--- src/rtl/alu_arbiter_if.sv ---
`default_nettype none
// ============================================================================
//  Module   : alu_arbiter_if
//  Brief    : Bundle of the two request ports, the Alu side-band and the
//             response/APSR outputs of alu_arbiter.
//  Revision : 1.0 - initial release
// ============================================================================
interface alu_arbiter_if #(
  parameter int TAG_W = 4
);
  // Port 0 (execute stage)
  logic             req0_valid;
  logic             req0_ready;
  logic [3:0]       req0_op;
  logic [31:0]      req0_a;
  logic [31:0]      req0_b;
  logic             req0_setflags;
  logic [TAG_W-1:0] req0_tag;
  // Port 1 (address/compare unit)
  logic             req1_valid;
  logic             req1_ready;
  logic [3:0]       req1_op;
  logic [31:0]      req1_a;
  logic [31:0]      req1_b;
  logic             req1_setflags;
  logic [TAG_W-1:0] req1_tag;
  // Shared combinational Alu
  logic [3:0]       alu_opcode;
  logic [31:0]      alu_in1;
  logic [31:0]      alu_in2;
  logic [31:0]      alu_result;
  logic [3:0]       alu_flags;
  // Response stage and architectural flags
  logic             resp_valid;
  logic             resp_ready;
  logic [31:0]      resp_result;
  logic             resp_port;
  logic [TAG_W-1:0] resp_tag;
  logic             resp_err;
  logic [3:0]       apsr_nzcv;

  // Environment side: requesters, Alu and response consumer
  modport master (
    output req0_valid, req0_op, req0_a, req0_b, req0_setflags, req0_tag,
    input  req0_ready,
    output req1_valid, req1_op, req1_a, req1_b, req1_setflags, req1_tag,
    input  req1_ready,
    input  alu_opcode, alu_in1, alu_in2,
    output alu_result, alu_flags,
    input  resp_valid, resp_result, resp_port, resp_tag, resp_err, apsr_nzcv,
    output resp_ready
  );

  // Arbiter side
  modport slave (
    input  req0_valid, req0_op, req0_a, req0_b, req0_setflags, req0_tag,
    output req0_ready,
    input  req1_valid, req1_op, req1_a, req1_b, req1_setflags, req1_tag,
    output req1_ready,
    output alu_opcode, alu_in1, alu_in2,
    input  alu_result, alu_flags,
    output resp_valid, resp_result, resp_port, resp_tag, resp_err, apsr_nzcv,
    input  resp_ready
  );
endinterface
`default_nettype wire

--- src/rtl/alu_arbiter.sv ---
`default_nettype none
// ============================================================================
//  Module   : alu_arbiter
//  Brief    : Shares one combinational Alu between two valid/ready requesters,
//             registers the result in a one-entry response stage and owns the
//             architectural APSR.NZCV register.
//  Revision : 1.0 - initial release
// ============================================================================
module alu_arbiter #(
  parameter int TAG_W    = 4,   // must match the TAG_W of the connected bus
  parameter int ARB_MODE = 0    // 0 = round-robin, 1 = fixed priority (port 0)
) (
  input  wire logic   clk,
  input  wire logic   rst,
  alu_arbiter_if.slave bus
);

  // Opcode encoding of alu_op_t; anything above EOR is reported as an error.
  localparam logic [3:0] c_OP_ADD = 4'd0;
  localparam logic [3:0] c_OP_SUB = 4'd1;
  localparam logic [3:0] c_OP_AND = 4'd2;
  localparam logic [3:0] c_OP_ORR = 4'd3;
  localparam logic [3:0] c_OP_EOR = 4'd4;

  // Registered state
  logic             r_resp_valid;
  logic [31:0]      r_resp_result;
  logic             r_resp_port;
  logic [TAG_W-1:0] r_resp_tag;
  logic             r_resp_err;
  logic [3:0]       r_apsr;
  logic             r_last_grant;

  // Arbitration and selected-request wires
  logic             w_slot_free;
  logic             w_gnt0;
  logic             w_gnt1;
  logic             w_grant;
  logic             w_sel;
  logic [3:0]       w_op;
  logic [31:0]      w_a;
  logic [31:0]      w_b;
  logic             w_setflags;
  logic [TAG_W-1:0] w_tag;
  logic             w_err;
  logic             w_arith;
  logic             w_upd_flags;
  logic [3:0]       w_apsr_next;

  // The response register can take a new op when empty or drained this cycle.
  assign w_slot_free = !r_resp_valid || bus.resp_ready;

  generate
    if (ARB_MODE == 1) begin : g_fixed_prio
      // Port 0 always wins a contest.
      always_comb begin
        w_gnt0 = w_slot_free && bus.req0_valid;
        w_gnt1 = w_slot_free && bus.req1_valid && !bus.req0_valid;
      end
    end else begin : g_round_robin
      // In a contest the port that did not win last time is granted.
      always_comb begin
        w_gnt0 = w_slot_free && bus.req0_valid &&
                 (!bus.req1_valid || r_last_grant);
        w_gnt1 = w_slot_free && bus.req1_valid &&
                 (!bus.req0_valid || !r_last_grant);
      end
    end
  endgenerate

  assign w_grant = w_gnt0 || w_gnt1;
  assign w_sel   = w_gnt1;  // port 0 drives the Alu whenever port 1 is not granted

  assign bus.req0_ready = w_gnt0;
  assign bus.req1_ready = w_gnt1;

  // Operand mux feeding the shared Alu and the capture path.
  always_comb begin
    if (w_sel) begin
      w_op       = bus.req1_op;
      w_a        = bus.req1_a;
      w_b        = bus.req1_b;
      w_setflags = bus.req1_setflags;
      w_tag      = bus.req1_tag;
    end else begin
      w_op       = bus.req0_op;
      w_a        = bus.req0_a;
      w_b        = bus.req0_b;
      w_setflags = bus.req0_setflags;
      w_tag      = bus.req0_tag;
    end
  end

  assign bus.alu_opcode = w_op;
  assign bus.alu_in1    = w_a;
  assign bus.alu_in2    = w_b;

  assign w_err       = (w_op > c_OP_EOR);
  assign w_arith     = (w_op == c_OP_ADD) || (w_op == c_OP_SUB);
  assign w_upd_flags = w_grant && w_setflags && !w_err;

  // Next APSR: arithmetic ops replace all four flags, logical ops only N and Z.
  always_comb begin
    w_apsr_next = r_apsr;
    if (w_upd_flags) begin
      if (w_arith) begin
        w_apsr_next = bus.alu_flags;
      end else begin
        w_apsr_next[3:2] = bus.alu_flags[3:2];
      end
    end
  end

  // Response stage, APSR and round-robin history.
  always_ff @(posedge clk or posedge rst) begin
    if (rst) begin
      r_resp_valid  <= 1'b0;
      r_resp_result <= 32'd0;
      r_resp_port   <= 1'b0;
      r_resp_tag    <= '0;
      r_resp_err    <= 1'b0;
      r_apsr        <= 4'd0;
      r_last_grant  <= 1'b1;
    end else begin
      r_apsr <= w_apsr_next;
      if (w_grant) begin
        r_resp_valid  <= 1'b1;
        r_resp_result <= bus.alu_result;
        r_resp_port   <= w_sel;
        r_resp_tag    <= w_tag;
        r_resp_err    <= w_err;
        r_last_grant  <= w_sel;
      end else if (w_slot_free) begin
        r_resp_valid <= 1'b0;
      end
    end
  end

  assign bus.resp_valid  = r_resp_valid;
  assign bus.resp_result = r_resp_result;
  assign bus.resp_port   = r_resp_port;
  assign bus.resp_tag    = r_resp_tag;
  assign bus.resp_err    = r_resp_err;
  assign bus.apsr_nzcv   = r_apsr;

  // Opcodes kept for readability of the encoding table above.
  logic w_unused_ops;
  assign w_unused_ops = ^{c_OP_AND, c_OP_ORR};

endmodule
`default_nettype wire

--- src/flat_wrapper.sv ---
// flat-port wrapper written by rule: the top's interface ports become plain ports
module alu_arbiter_flat 
#(
  parameter int TAG_W    = 4,                                               
  parameter int ARB_MODE = 0                                                   
)
  (clk, rst, bus_req0_valid, bus_req0_op, bus_req0_a, bus_req0_b, bus_req0_setflags, bus_req0_tag, bus_req0_ready, bus_req1_valid, bus_req1_op, bus_req1_a, bus_req1_b, bus_req1_setflags, bus_req1_tag, bus_req1_ready, bus_alu_opcode, bus_alu_in1, bus_alu_in2, bus_alu_result, bus_alu_flags, bus_resp_valid, bus_resp_result, bus_resp_port, bus_resp_tag, bus_resp_err, bus_apsr_nzcv, bus_resp_ready);
  alu_arbiter_if #(.TAG_W(TAG_W)) bus_i ();
  input  wire logic clk;
  input  wire logic rst;
  input wire logic [$bits(bus_i.req0_valid)-1:0] bus_req0_valid;
  input wire logic [$bits(bus_i.req0_op)-1:0] bus_req0_op;
  input wire logic [$bits(bus_i.req0_a)-1:0] bus_req0_a;
  input wire logic [$bits(bus_i.req0_b)-1:0] bus_req0_b;
  input wire logic [$bits(bus_i.req0_setflags)-1:0] bus_req0_setflags;
  input wire logic [$bits(bus_i.req0_tag)-1:0] bus_req0_tag;
  output wire logic [$bits(bus_i.req0_ready)-1:0] bus_req0_ready;
  input wire logic [$bits(bus_i.req1_valid)-1:0] bus_req1_valid;
  input wire logic [$bits(bus_i.req1_op)-1:0] bus_req1_op;
  input wire logic [$bits(bus_i.req1_a)-1:0] bus_req1_a;
  input wire logic [$bits(bus_i.req1_b)-1:0] bus_req1_b;
  input wire logic [$bits(bus_i.req1_setflags)-1:0] bus_req1_setflags;
  input wire logic [$bits(bus_i.req1_tag)-1:0] bus_req1_tag;
  output wire logic [$bits(bus_i.req1_ready)-1:0] bus_req1_ready;
  output wire logic [$bits(bus_i.alu_opcode)-1:0] bus_alu_opcode;
  output wire logic [$bits(bus_i.alu_in1)-1:0] bus_alu_in1;
  output wire logic [$bits(bus_i.alu_in2)-1:0] bus_alu_in2;
  input wire logic [$bits(bus_i.alu_result)-1:0] bus_alu_result;
  input wire logic [$bits(bus_i.alu_flags)-1:0] bus_alu_flags;
  output wire logic [$bits(bus_i.resp_valid)-1:0] bus_resp_valid;
  output wire logic [$bits(bus_i.resp_result)-1:0] bus_resp_result;
  output wire logic [$bits(bus_i.resp_port)-1:0] bus_resp_port;
  output wire logic [$bits(bus_i.resp_tag)-1:0] bus_resp_tag;
  output wire logic [$bits(bus_i.resp_err)-1:0] bus_resp_err;
  output wire logic [$bits(bus_i.apsr_nzcv)-1:0] bus_apsr_nzcv;
  input wire logic [$bits(bus_i.resp_ready)-1:0] bus_resp_ready;
  assign bus_i.req0_valid = bus_req0_valid;
  assign bus_i.req0_op = bus_req0_op;
  assign bus_i.req0_a = bus_req0_a;
  assign bus_i.req0_b = bus_req0_b;
  assign bus_i.req0_setflags = bus_req0_setflags;
  assign bus_i.req0_tag = bus_req0_tag;
  assign bus_req0_ready = bus_i.req0_ready;
  assign bus_i.req1_valid = bus_req1_valid;
  assign bus_i.req1_op = bus_req1_op;
  assign bus_i.req1_a = bus_req1_a;
  assign bus_i.req1_b = bus_req1_b;
  assign bus_i.req1_setflags = bus_req1_setflags;
  assign bus_i.req1_tag = bus_req1_tag;
  assign bus_req1_ready = bus_i.req1_ready;
  assign bus_alu_opcode = bus_i.alu_opcode;
  assign bus_alu_in1 = bus_i.alu_in1;
  assign bus_alu_in2 = bus_i.alu_in2;
  assign bus_i.alu_result = bus_alu_result;
  assign bus_i.alu_flags = bus_alu_flags;
  assign bus_resp_valid = bus_i.resp_valid;
  assign bus_resp_result = bus_i.resp_result;
  assign bus_resp_port = bus_i.resp_port;
  assign bus_resp_tag = bus_i.resp_tag;
  assign bus_resp_err = bus_i.resp_err;
  assign bus_apsr_nzcv = bus_i.apsr_nzcv;
  assign bus_i.resp_ready = bus_resp_ready;
  alu_arbiter #(.TAG_W(TAG_W), .ARB_MODE(ARB_MODE)) u_core (.clk(clk), .rst(rst), .bus(bus_i));
endmodule
--- config.mk ---
export PLATFORM = sky130hd
export DESIGN_NAME = alu_arbiter_flat
export DESIGN_NICKNAME = d
export VERILOG_FILES = /design/src/rtl/alu_arbiter_if.sv /design/src/rtl/alu_arbiter.sv /design/src/flat_wrapper.sv
export SDC_FILE = /design/constraint.sdc
export NUM_CORES = 1
export LEC_CHECK = 0
export BUFFER_PORTS_ARGS = -buffer_cell sky130_fd_sc_hd__buf_2
export CORE_AREA = 2 2 116 118
export CTS_CLUSTER_DIAMETER = 150
export DETAILED_ROUTE_END_ITERATION = 8
export DIE_AREA = 0 0 118 120
export GPL_TIMING_DRIVEN = 1
export HOLD_SLACK_MARGIN = 0.15
export PLACE_DENSITY = 0.65
export RECOVER_POWER = 25
export SLEW_MARGIN = 20
export SYNTH_ARGS = -nofsm -noshare
export SYNTH_HDL_FRONTEND = slang
export SYNTH_SLANG_ARGS = --single-unit
--- constraint.sdc ---
create_clock -name clk -period 3.5 [get_ports clk]
set_clock_uncertainty 0.05 [all_clocks]
set_input_delay 0.525 -clock clk [delete_from_list [all_inputs] [get_ports clk]]
set_output_delay 0.525 -clock clk [all_outputs]
set_load 0.05 [all_outputs]
==> results.py <==
metrics = {
    "drt": {
        "vias_per_cell": 3.972,
        "ant_nets": 0,
        "drt-initial-drc-count": 156,
        "dr_total_vias": 3511,
        "wl_per_cell_um": 11.42,
        "drcViolationCount": 0,
        "drt_first_pass_iters": 5,
        "wl_um": 10100,
    },
    "layout": {
        "layout.cells.non_filler": 884,
        "drive_above_1_share_pct": 45.06,
        "fill_cells": 1380,
        "fin_util_pct": 34.61,
        "finish.instance_area_sq_um": 4492,
        "area_growth_pct": 66.90,
        "fin_nets": 894,
        "antenna_cells": 0,
    },
    "global_route": {
        "antenna_found_initial": 0,
        "grt_overflow": 0,
        "grt_pass1_vias": 3176,
        "grt_max_degree": 75,
        "grt_pass1_wl_um": 15260,
        "grt.total_usage_pct": 13.13,
    },
    "floorplan": {
        "io_pins": 300,
        "fp.dieW_um": 118,
        "initial_utilization_pct": 20.73,
        "dieArea_sq_um": 14160,
        "die_y_um": 120,
        "core_sq_um": 12980,
        "rows": 42,
    },
    "place": {
        "dpl_cell_area_sq_um": 4319,
        "place_congestion": 0.7887,
        "dp_slack_ns": 0.8059,
        "dp_hpwl_um": 7930,
        "port_buffers": 299,
        "dp.cells": 876,
    },
    "setup_path": {
        "worstPathArrival_ns": 2.11,
        "endpoint_kind": "output pin",
        "crit_path_start_kind": "register",
        "crit_type": "reg -> out",
        "critPathRequiredTime_ns": 2.92,
        "crit_fanout": 74,
    },
    "pwr": {
        "powerDensity_nw_per_um2": 508.4,
        "leakagePower_nw": 2.815,
        "ir_worst_vdd_v": 0.0002956,
    },
    "sta": {
        "setup_slack_ns": 0.8123,
        "period_needed_ns": 2.688,
        "tightestPinTransition_ns": 1.726,
        "rsz0062_at_grt": "false",
        "period_share_pct": 76.79,
        "setup_viol_count_final": 0,
        "fmax_mhz": 372.1,
        "maxSlewHeadroom_pct": -15.23,
        "fin_setup_tns_ns": 0,
        "drv_slew": 45,
        "finalHoldViolations": 0,
    },
    "clock_tree": {
        "post-cts-setup-buffers": 0,
        "clk_path_buf_depth": 2,
        "cts_buffers": 5,
        "cts_max_level": 2,
        "clkSinkCount": 44,
        "clock_latency_ns": 0.28,
        "cts.clk_slew.worst_paths_ns": 0.07,
        "post_cts_resized": 0,
        "cts_root_buf": "clkbuf_16",
        "hold_buffers": 0,
        "cts_tree": "done",
    },
    "logic_synthesis": {
        "postSynthCellCount": 421,
        "ys_ff_latch": 44,
        "syn_area_sq_um": 2691,
        "ys_seq_area_share_pct": 40.96,
        "ys_warn_count": 0,
        "synth_area_per_cell_sq_um": 6.393,
        "synth.net_count": 608,
        "yosysUniqueCellTypes": 25,
    },
    "min_path": {
        "hold_path_class": "in -> reg",
    },
    "status": {
        "status": "finished, violations left",
        "violations": "capacitance limit, slew limit",
    },
    "job": {
        "drv_cap": 1,
    },
}
==> layout by cell type, fill, tap and decap left out, types with 2 or more instances in the layout <==
master	instances
buf_4	3
nor2_1	7
inv_1	3
buf_2	295
a21oi_2	2
dfrtp_1	43
clkbuf_1	4
o2111ai_2	2
mux2_1	4
nand2_1	311
a21oi_1	2
o21ai_0	3
clkbuf_16	5
nor2b_1	2
nand4_1	2
a31oi_1	5
==> per-stage QoR <==
step | total power (W) | hold WS, ns
3_5_place_dp | 0.001740 | 0.4067
5_1_grt | 0.002402 | 0.3736
4_1_cts | 0.002314 | 0.3711
3_3_place_gp | 0.001737 | 0.4041
2_1_floorplan | 0.001434 | 0.4735
6_report | 0.002284 | 0.3787
==> state kept, by name (all words and copies together) (netlist names) <==
register	flops
u_core.bus.resp_valid	1
u_core.bus.resp_err	1
u_core.bus.resp_result	32
u_core.r_last_grant	1
u_core.bus.apsr_nzcv	4
u_core.bus.resp_tag	4
u_core.bus.resp_port	1
==> critical path: stages, from the launching register on <==
cell      delay (ns)
dfstp_2         0.58
a21boi_2        0.08
nand2_2         0.08
buf_4           0.56
nand2_1         0.11
nand2_1         0.10
buf_2           0.26
==> area by class of cell <==
type                    count  area [sq um]  area share (%)
clock inverters             2         38.79          0.8635
multi-input cells         349          1443           32.12
well taps                 176         220.2           4.903
clock buffers               6         138.9           3.092
inverters                   4         15.01          0.3343
repair buffers            303          1534           34.15
flip-flops and latches     44          1102           24.54
==> layer usage <==
| metal | track usage, % | routed length (um) | vias up | share of wire (%) |
|---|---|---|---|---|
| met5 | 0 | 0 | - | 0 |
| met4 | 2.861 | 106 | 0 | 1.1 |
| met3 | 3.612 | 873 | 8 | 8.6 |
| met2 | 22.35 | 4765 | 173 | 47 |
| met1 | 16.62 | 4351 | 1480 | 43 |
| li1 | - | - | 1850 | - |
==> synth_stat cells, drive strengths merged <==
library cell | instances | share of area, %
nand2 | 312 | 44
dfrtp | 43 | 40
buf | 18 | 4.2
nor2 | 8 | 1.1
clkbuf | 6 | 0.84
a31oi | 5 | 1.2
a21oi | 4 | 1.0
inv | 4 | 0.56
mux2 | 4 | 1.7
o21ai | 4 | 0.88
nand4 | 2 | 0.46
nor2b | 2 | 0.46
o2111ai | 2 | 1.1
a21bo | 1 | 0.37
a21boi | 1 | 0.42
and3 | 1 | 0.23
dfstp | 1 | 0.98
nand2b | 1 | 0.23
nor3b | 1 | 0.28
o31ai | 1 | 0.46
==> path summary, 6_finish.rpt <==
path,start,end,slack [ns],cells past startpoint
worst max-delay path,u_core.r_last_grant,bus_alu_in2[2],0.81,6
worst min-delay path,bus_alu_result[27],u_core.bus.resp_result[27],0.38,3
worst max register to register,u_core.r_last_grant,u_core.bus.resp_err,1.67,5
worst min register to register,u_core.bus.resp_result[27],u_core.bus.resp_result[27],0.42,2
max in group asynchronous,rst,u_core.bus.apsr_nzcv[1],1.66,2
min in group asynchronous,rst,u_core.bus.resp_result[24],0.73,2
==> kinds of logic (layout without fill, tap and decap cells) <==
family          after synthesis  count (layout)  synth area share (%)
mux                           4               4                 1.674
flops                        44              44                 40.96
compound gates               18              18                 5.439
simple gates                327             327                 46.30
buf+inv                      28             315                 5.625
==> where the power goes <==
part	switching (W)	internal [W]
registers	0.0000397	0.000587
clock network	0.000205	0.000358
logic	0.000829	0.000265
total	0.00107	0.00121
Note: power is estimated with default switching activity, not from simulation.
